**src/rtl/button_pkg.sv**
```systemverilog
// Shared types and default timing for the push-button conditioning path.
// Timing defaults assume a 100 MHz system clock.
package button_pkg;

    typedef enum logic [5:0] {
        ST_IDLE         = 6'b000001,
        ST_WAIT_PRESS   = 6'b000010,
        ST_PRESS_PULSE  = 6'b000100,
        ST_HOLD         = 6'b001000,
        ST_REPEAT_PULSE = 6'b010000,
        ST_WAIT_RELEASE = 6'b100000
    } btn_state_e;

    localparam int DEF_N_BTN         = 32'd4;
    localparam int DEF_DEBOUNCE_CNT  = 32'd500000;
    localparam int DEF_REPEAT_DELAY  = 32'd50000000;
    localparam int DEF_REPEAT_PERIOD = 32'd10000000;

    function automatic int max3(input int a, input int b, input int c);
        int m;
        m = a;
        if (b > m) begin
            m = b;
        end else begin
            m = m;
        end
        if (c > m) begin
            m = c;
        end else begin
            m = m;
        end
        return m;
    endfunction

    // Counter only ever reaches limit-1, so $clog2(limit) bits suffice.
    function automatic int cnt_width(input int lim);
        return (lim > 32'd1) ? $clog2(lim) : 32'd1;
    endfunction

endpackage

```
**src/rtl/debounce_channel.sv**
```systemverilog
// One button channel: two-flop synchronizer, shared debounce/repeat counter,
// and a Moore FSM producing the debounced level plus press/repeat pulses.
module debounce_channel
    import button_pkg::*;
#(
    parameter int DEBOUNCE_CNT  = DEF_DEBOUNCE_CNT,
    parameter int REPEAT_DELAY  = DEF_REPEAT_DELAY,
    parameter int REPEAT_PERIOD = DEF_REPEAT_PERIOD
) (
    input  logic clk,
    input  logic reset,
    input  logic btn_in,
    output logic dpb,
    output logic scen,
    output logic mcen
);

    localparam int CW = cnt_width(max3(DEBOUNCE_CNT, REPEAT_DELAY, REPEAT_PERIOD));
    localparam logic [CW-1:0] CNT_ZERO   = CW'(32'd0);
    localparam logic [CW-1:0] CNT_ONE    = CW'(32'd1);
    localparam logic [CW-1:0] DB_LAST    = CW'(DEBOUNCE_CNT - 32'd1);
    localparam logic [CW-1:0] DELAY_LAST = CW'(REPEAT_DELAY - 32'd1);
    localparam logic [CW-1:0] PER_LAST   = CW'(REPEAT_PERIOD - 32'd1);

    btn_state_e    state_q, state_d;
    logic [CW-1:0] cnt_q, cnt_d;
    logic [CW-1:0] hold_last_s;
    logic          rep_q, rep_d;
    logic          s1_q, s1_d, s2_q, s2_d;
    logic          dpb_q, dpb_d, scen_q, scen_d, mcen_q, mcen_d;
    logic          sync_s;

    assign sync_s = s2_q;

    // Next-state, counter and output decode; outputs follow the next state so they register with it.
    always_comb begin
        s1_d    = btn_in;
        s2_d    = s1_q;
        state_d = state_q;
        cnt_d   = cnt_q;
        rep_d   = rep_q;

        if (rep_q) begin
            hold_last_s = PER_LAST;
        end else begin
            hold_last_s = DELAY_LAST;
        end

        case (state_q)
            ST_IDLE: begin
                cnt_d = CNT_ZERO;
                if (sync_s) begin
                    state_d = ST_WAIT_PRESS;
                end else begin
                    state_d = ST_IDLE;
                end
            end
            ST_WAIT_PRESS: begin
                if (!sync_s) begin
                    state_d = ST_IDLE;
                    cnt_d   = CNT_ZERO;
                end else if (cnt_q == DB_LAST) begin
                    state_d = ST_PRESS_PULSE;
                    cnt_d   = CNT_ZERO;
                end else begin
                    cnt_d   = cnt_q + CNT_ONE;
                end
            end
            ST_PRESS_PULSE: begin
                state_d = ST_HOLD;
                cnt_d   = CNT_ZERO;
                rep_d   = 1'b0;
            end
            ST_HOLD: begin
                if (!sync_s) begin
                    state_d = ST_WAIT_RELEASE;
                    cnt_d   = CNT_ZERO;
                end else if (cnt_q == hold_last_s) begin
                    state_d = ST_REPEAT_PULSE;
                    cnt_d   = CNT_ZERO;
                end else begin
                    cnt_d   = cnt_q + CNT_ONE;
                end
            end
            ST_REPEAT_PULSE: begin
                state_d = ST_HOLD;
                cnt_d   = CNT_ZERO;
                rep_d   = 1'b1;
            end
            ST_WAIT_RELEASE: begin
                // A bounce back high resumes the hold; the repeat cadence restarts.
                if (sync_s) begin
                    state_d = ST_HOLD;
                    cnt_d   = CNT_ZERO;
                end else if (cnt_q == DB_LAST) begin
                    state_d = ST_IDLE;
                    cnt_d   = CNT_ZERO;
                end else begin
                    cnt_d   = cnt_q + CNT_ONE;
                end
            end
            default: begin
                state_d = ST_IDLE;
                cnt_d   = CNT_ZERO;
                rep_d   = 1'b0;
            end
        endcase

        dpb_d  = (state_d != ST_IDLE) && (state_d != ST_WAIT_PRESS);
        scen_d = (state_d == ST_PRESS_PULSE);
        mcen_d = (state_d == ST_REPEAT_PULSE);
    end

    // Synchronizer, FSM state, counter, repeat flag and registered outputs.
    always_ff @(posedge clk) begin
        if (reset) begin
            s1_q    <= 1'b0;
            s2_q    <= 1'b0;
            state_q <= ST_IDLE;
            cnt_q   <= CNT_ZERO;
            rep_q   <= 1'b0;
            dpb_q   <= 1'b0;
            scen_q  <= 1'b0;
            mcen_q  <= 1'b0;
        end else begin
            s1_q    <= s1_d;
            s2_q    <= s2_d;
            state_q <= state_d;
            cnt_q   <= cnt_d;
            rep_q   <= rep_d;
            dpb_q   <= dpb_d;
            scen_q  <= scen_d;
            mcen_q  <= mcen_d;
        end
    end

    assign dpb  = dpb_q;
    assign scen = scen_q;
    assign mcen = mcen_q;

endmodule

```
**src/rtl/button_conditioner.sv**
```systemverilog
// Conditions N_BTN raw push-buttons into debounced levels, single-press
// enables and auto-repeat enables for the game logic.
module button_conditioner
    import button_pkg::*;
#(
    parameter int N_BTN         = DEF_N_BTN,
    parameter int DEBOUNCE_CNT  = DEF_DEBOUNCE_CNT,
    parameter int REPEAT_DELAY  = DEF_REPEAT_DELAY,
    parameter int REPEAT_PERIOD = DEF_REPEAT_PERIOD
) (
    input  logic             clk,
    input  logic             reset,
    input  logic [N_BTN-1:0] btn_in,
    output logic [N_BTN-1:0] DPBs,
    output logic [N_BTN-1:0] SCENs,
    output logic [N_BTN-1:0] MCENs
);

    for (genvar g = 0; g < N_BTN; g++) begin : g_ch
        debounce_channel #(
            .DEBOUNCE_CNT (DEBOUNCE_CNT),
            .REPEAT_DELAY (REPEAT_DELAY),
            .REPEAT_PERIOD(REPEAT_PERIOD)
        ) u_ch (
            .clk   (clk),
            .reset (reset),
            .btn_in(btn_in[g]),
            .dpb   (DPBs[g]),
            .scen  (SCENs[g]),
            .mcen  (MCENs[g])
        );
    end

endmodule
```
**config.mk**
```make
export PLATFORM = sky130hd
export DESIGN_NAME = button_conditioner
export DESIGN_NICKNAME = d
export VERILOG_FILES = /design/src/rtl/button_pkg.sv /design/src/rtl/debounce_channel.sv /design/src/rtl/button_conditioner.sv
export SDC_FILE = /design/constraint.sdc
export NUM_CORES = 1
export LEC_CHECK = 0
export BUFFER_PORTS_ARGS = -buffer_cell sky130_fd_sc_hd__buf_2
export CAP_MARGIN = 5
export CORE_MARGIN = 10
export CORE_UTILIZATION = 65
export DETAILED_ROUTE_END_ITERATION = 7
export PLACE_DENSITY = 0.82
export SLEW_MARGIN = 15
export SYNTH_ARGS = -nofsm -noshare
export SYNTH_HDL_FRONTEND = slang
export SYNTH_SLANG_ARGS = --single-unit
```
**constraint.sdc**
```tcl
create_clock -name clk -period 3.8 [get_ports clk]
set_input_delay 0.38 -clock clk [delete_from_list [all_inputs] [get_ports clk]]
set_output_delay 0.38 -clock clk [all_outputs]
set_load 0.05 [all_outputs]
```
* Word-level counts from Yosys, hierarchy flattened
Index checks and enable logic that the tools add are counted.
Storage, ports and cells: register bits 152, input bits 6, output and inout bits 12, word-level logic and storage cells 160
Cells by class: add/subtract/negate cells 4, equal/unequal tests 48, mux-type cells 64, reduce and logical (&&, ||, !) cells 12
Operators with widths (count):
- two-way mux 26 bit | 24
- case mux 26 bit (3 select lines) | 4
- two-way mux 6 bit | 24
- case mux 6 bit (5 select lines) | 4
- adder 26 x 1 -> 26 bit (second input constant) | 4
- equality test 26 x 19 -> 1 bit (second input constant) | 4
- equality test 26 bit | 4
- equality test 6 x 3 -> 1 bit (second input constant) | 8
- equality test 6 x 5 -> 1 bit (second input constant) | 8
- equality test 6 x 1 -> 1 bit (second input constant) | 4
- equality test 6 x 2 -> 1 bit (second input constant) | 4
- equality test 6 x 4 -> 1 bit (second input constant) | 4
- equality test 6 bit (second input constant) | 4
- != test 6 x 1 -> 1 bit (second input constant) | 4
- != test 6 x 2 -> 1 bit (second input constant) | 4
- OR reduction 4 bit | 4
- two-way mux 2 bit | 4
- case mux 1 bit (2 select lines) | 4
- OR reduction 2 bit | 4
- logical AND 1 bit | 4

* Logic depth before layout (Yosys ltp)
depth after elaboration 7, gate-level depth with buffers 8

* By module
From an unflattened synthesis, not the netlist that was laid out.
Unflattened totals: cells, all modules 906, area, all modules 8175.3 um^2
Modules (own cells, without submodules):
- debounce_channel at g_ch[0].u_ch ... | instances 2, cells each 223, area each 2104.5 um^2, seq. area each 760.7 um^2
- debounce_channel at g_ch[3].u_ch | instances 1, cells each 232, area each 1990.7 um^2, seq. area each 760.7 um^2
- debounce_channel at g_ch[2].u_ch | instances 1, cells each 228, area each 1975.6 um^2, seq. area each 760.7 um^2

* Worst setup path before layout
Ideal clock, no wire load.
kind reg-to-reg, from register g_ch[3].u_ch.cnt_q[0], to register g_ch[3].u_ch.cnt_q[7], setup time 0.133 ns, data arrival time 2.168 ns, data required time 3.667 ns, setup slack 1.499 ns, cell stages (with the launch flop) 8, buffers on the path 1, period minus slack after synthesis 2.301 ns, path through dfxtp_1 > ha_1 > nand4_2 > or2_1 > or4_4 > a221oi_4 > buf_6 > nor3_1
Between the ends: longest elaborated chain between the ends 4, elaborated cells on any way between the ends 9, classes of those cells 1 x add/sub; 2 x eq/ne; 6 x mux
RTL lines:
- from (decl) | line debounce_channel.sv:26 | logic [CW-1:0] cnt_q, cnt_d;
- from (signal assigned) | line debounce_channel.sv:129 | cnt_q <= cnt_d;
- adder 26 x 1 -> 26 bit (tied with other cells) | line debounce_channel.sv:66, debounce_channel.sv:82, debounce_channel.sv:99
- two-way mux 26 bit, on equally long branches | line debounce_channel.sv:62, debounce_channel.sv:95, debounce_channel.sv:78
- two-way mux 26 bit, on equally long branches | line debounce_channel.sv:92, debounce_channel.sv:59, debounce_channel.sv:75
- case mux 26 bit (3 select lines) * | line debounce_channel.sv:49 | case (state_q)
Mark *: on every way between the ends. The rest lies on a longest branch, timed or not. A chain may end at the register's enable or synchronous reset.

* Worst setup path in the final report
from register g_ch[2].u_ch.cnt_q[0], to register g_ch[2].u_ch.cnt_q[22]
Between the ends: longest elaborated chain between the ends 4, elaborated cells on any way between the ends 9, classes of those cells 1 x add/sub; 2 x eq/ne; 6 x mux
RTL lines (line):
- from (decl) | debounce_channel.sv:26
- from (signal assigned) | debounce_channel.sv:129
- adder 26 x 1 -> 26 bit (tied with other cells) | debounce_channel.sv:66, debounce_channel.sv:82, debounce_channel.sv:99
- two-way mux 26 bit, on equally long branches | debounce_channel.sv:62, debounce_channel.sv:95, debounce_channel.sv:78
- two-way mux 26 bit, on equally long branches | debounce_channel.sv:92, debounce_channel.sv:59, debounce_channel.sv:75
- case mux 26 bit (3 select lines) * | debounce_channel.sv:49
Marks and branches as above.

==> flow_metrics.env <==
export IMPL_final_core_util_pct=71.81
export IMPL_worst_slew_pin_slew_ps=1066
export IMPL_required_ps=4070
export IMPL_drtPass1Iterations=5
export IMPL_fin_crit_sh_pct=73.02
export IMPL_start_util_pct=66.60
export IMPL_vias_per_cell=6.436
export IMPL_nets=896
export IMPL_cts_hold_buf=0
export IMPL_placed_cell_area_um2=7916
export IMPL_wirelength_um=17560
export IMPL_dp_hpwl_um=11340
export IMPL_rows=40
export IMPL_finalWorstSetupSlack_ps=1025
export IMPL_dieArea_um2=17150
export IMPL_ys_ff_latch=152
export IMPL_cpMaxStageDelayCell="a32oi_4"
export IMPL_grt_pass1_vias=6445
export IMPL_grt_max_degree=34
export IMPL_die_h_um=130.9
export IMPL_critical_path_depth=6
export IMPL_dp_slack_ps=1145
export IMPL_grt_use_total_pct=21.37
export IMPL_cts_resized=0
export IMPL_grt_pass1_wl_um=30180
export IMPL_synthCells=915
export IMPL_antenna_found_initial=0
export IMPL_die_w_um=130.9
export IMPL_fin_cells=1046
export IMPL_ioPinCount=18
export IMPL_switchingPower_mw=0.7434
export IMPL_max_freq_mhz=360.4
export IMPL_synth_area_top_cells="dfxtp_1 (38%), nor3_1 (7.0%), xor2_1 (6.6%)"
export IMPL_core_um2=12010
export IMPL_cp_end_kind="flop"
export IMPL_drc_errors=0
export IMPL_final_cell_mix="dfxtp_1 (152), nor3_1 (112), xor2_1 (60)"
export IMPL_worstPathMaxFanout=26
export IMPL_place_gp_congestion=0.9136
export IMPL_drv_cap=0
export IMPL_wl_per_cell_um=16.79
export IMPL_combPwrFrac_pct=3.6
export IMPL_layout_drive_gt1_share_pct=7.898
export IMPL_tns_ps=0
export IMPL_outcome="finished, final reports clean"
export IMPL_cts_buffers=17
export IMPL_final_max_slew_viol_count=0
export IMPL_arrival_ps=3040
export IMPL_crit_top_cell="nand4_1"
export IMPL_cts_clk_slew_worst_paths_ps=60
export IMPL_pwr_share_clk_pct=53.1
export IMPL_yosys_warnings=0
export IMPL_diodes=0
export IMPL_min_period_ps=2775
export IMPL_yosysTopAreaCellShare_pct=38.04
export IMPL_rsz0062_at_grt="no"
export IMPL_setup_viol=0
export IMPL_whs_path_depth=2
export IMPL_relSlewSlack_pct=28.36
export IMPL_leakagePower_nw=2.955
export IMPL_r2r_slack_ps=1030
export IMPL_antenna_left=0
export IMPL_layout_commonest_cell="dfxtp_1"
export IMPL_design_area_um2=8626
export IMPL_tritoncts="built"
export IMPL_clkLatencyLatePin_ps=430
export IMPL_ir_worst_vdd_mv=0.3335
export IMPL_synthesis_area_um2=8000
export IMPL_seq_power_share_pct=43.3
export IMPL_cp_start_kind="flop"
export IMPL_syn_num_nets=925
export IMPL_ys_flop_type="dfxtp_1"
export IMPL_synthArstFlopShare_pct=0
export IMPL_placed_cells=1014
export IMPL_worstReg2RegEnd="g_ch[2].u_ch.cnt_q[22]"
export IMPL_initialDrtViolationCount=664
export IMPL_holdWs_ps=167.2
export IMPL_synth_seq_area_share_pct=38.04
export IMPL_post_cts_buffers=0
export IMPL_area_growth_pct=7.820
export IMPL_synth_edff_count=0
export IMPL_ys_types=73
export IMPL_clockBufferDepth=2
export IMPL_route_vias_total=6732
export IMPL_synth_avg_cell_area_um2=8.743
export IMPL_cp_top_family="simple AND/OR/NAND/NOR gates"
export IMPL_crit_end="g_ch[2].u_ch.cnt_q[22]"
export IMPL_overflow=0
export IMPL_min_path_type="primary input to flop"
export IMPL_crit_type="flop to flop"
export IMPL_path_buf_inv=0
export IMPL_crit_start="g_ch[2].u_ch.cnt_q[0]"
export IMPL_power_density_nw_per_um2=435.3
export IMPL_internal_power_mw=3.012
export IMPL_crit_chain="ha_1 -> nand4_1 -> nor4_1 -> nand4_1 -> a32oi_4 -> nor3_1"
export IMPL_finalHoldViolations=0
export IMPL_p_total_mw=3.755
export IMPL_switching_share_pct=19.80
export IMPL_synth_largest_area_cell="dfxtp_1"
export IMPL_worst_r2r_startpoint="g_ch[2].u_ch.cnt_q[0]"
export IMPL_htree_num_levels=4
export IMPL_slowest_delay_ps=770
export IMPL_cts_sinks=152
export IMPL_portBuffers=17
export IMPL_reg2reg_depth=6
export IMPL_skew_ps=5.835
export IMPL_clockRootBuffer="clkbuf_16"
-- power by group through the flow --
stage / logic (mW) / registers [mW] / clock network [mW]
floorplan: 0.121 / 1.65 / 0
detailed placement: 0.131 / 1.66 / 0
CTS: 0.133 / 1.63 / 2.01
global placement: 0.127 / 1.66 / 0
finish: 0.134 / 1.63 / 1.99
global route: 0.146 / 1.63 / 2.09
-- worst reg2reg max path: cells and delay by family (launching register included) --
| family | cells | cell delay, ps |
|---|---|---|
| flip-flops | 1 | 380 |
| adder cells (fa/ha/maj) | 1 | 220 |
| AO/OA/AOI/OAI | 1 | 770 |
| AND/OR/NAND/NOR | 4 | 1250 |
-- how the worst min path moves through the flow --
stage                                  from           endpoint  slack [ps]
after floorplan           g_ch[0].u_ch.s1_q  g_ch[0].u_ch.s2_q         410
after global placement    g_ch[0].u_ch.s1_q  g_ch[0].u_ch.s2_q         430
after detailed placement  g_ch[0].u_ch.s1_q  g_ch[0].u_ch.s2_q         420
after CTS                         btn_in[0]  g_ch[0].u_ch.s1_q         160
after global routing              btn_in[2]  g_ch[2].u_ch.s1_q         170
final                             btn_in[0]  g_ch[0].u_ch.s1_q         170
-- synthesized netlist by cell type, types with 4 or more instances --
cell        n
buf_6       6
nand3_1    44
nand2_1    45
nor2_1     44
nand2b_1    7
nor4b_1    10
nor4_1     19
xnor2_1    51
o21ai_0    17
buf_2      11
a211oi_1   32
and4b_1    11
xor2_1     60
clkbuf_1   31
and4_1     13
o211ai_1    5
nand4b_1    4
and2_1     10
nor4bb_1    5
o2111a_1    4
or3_1       5
nand4_1    40
o21a_1      5
ha_1        4
buf_4      18
or4_1       4
inv_1      28
nor2b_1    14
nor3b_1     4
a21oi_1    13
o211a_1     6
nor3_1    112
dfxtp_1   152
and3_1     20
-- kinds of logic after synthesis --
group                    count (synthesis)  share of synthesized area [%]
AND/OR/NAND/NOR                        430                          31.06
adder cells (fa/ha/maj)                  5                         0.7664
AO/OA/AOI/OAI                          119                          11.79
flip-flops                             152                          38.04
XOR/XNOR                               111                          12.15
buffers and inverters                   98                          6.193
-- layout make-up --
cell class	count	area, µm²
Fill cell	901	3386
Tap cell	147	183.9
Clock buffer	26	529.3
Timing Repair Buffer	22	122.6
Clock inverter	6	180.2
Inverter	28	105.1
Sequential cell	152	3043
Multi-Input combinational cell	665	4462
-- metal layers --
| layer | vias to the layer above | wire length, µm | track usage, % |
|---|---|---|---|
| met5 | - | 0 | 0 |
| met4 | 0 | 280 | 7.652 |
| met3 | 29 | 904 | 5.318 |
| met2 | 203 | 8481 | 34.81 |
| met1 | 3206 | 7895 | 26.88 |
| li1 | 3294 | - | - |
-- state kept, by name, summed over array words and instances, names as in the netlist --
| name | cells |
|---|---|
| g_ch.u_ch.s2_q | 4 |
| g_ch.u_ch.s1_q | 4 |
| g_ch.u_ch.scen | 4 |
| g_ch.u_ch.state_q | 24 |
| g_ch.u_ch.mcen | 4 |
| g_ch.u_ch.cnt_q | 104 |
| g_ch.u_ch.rep_q | 4 |
| g_ch.u_ch.dpb | 4 |
Power figures use the tool's default switching activity.
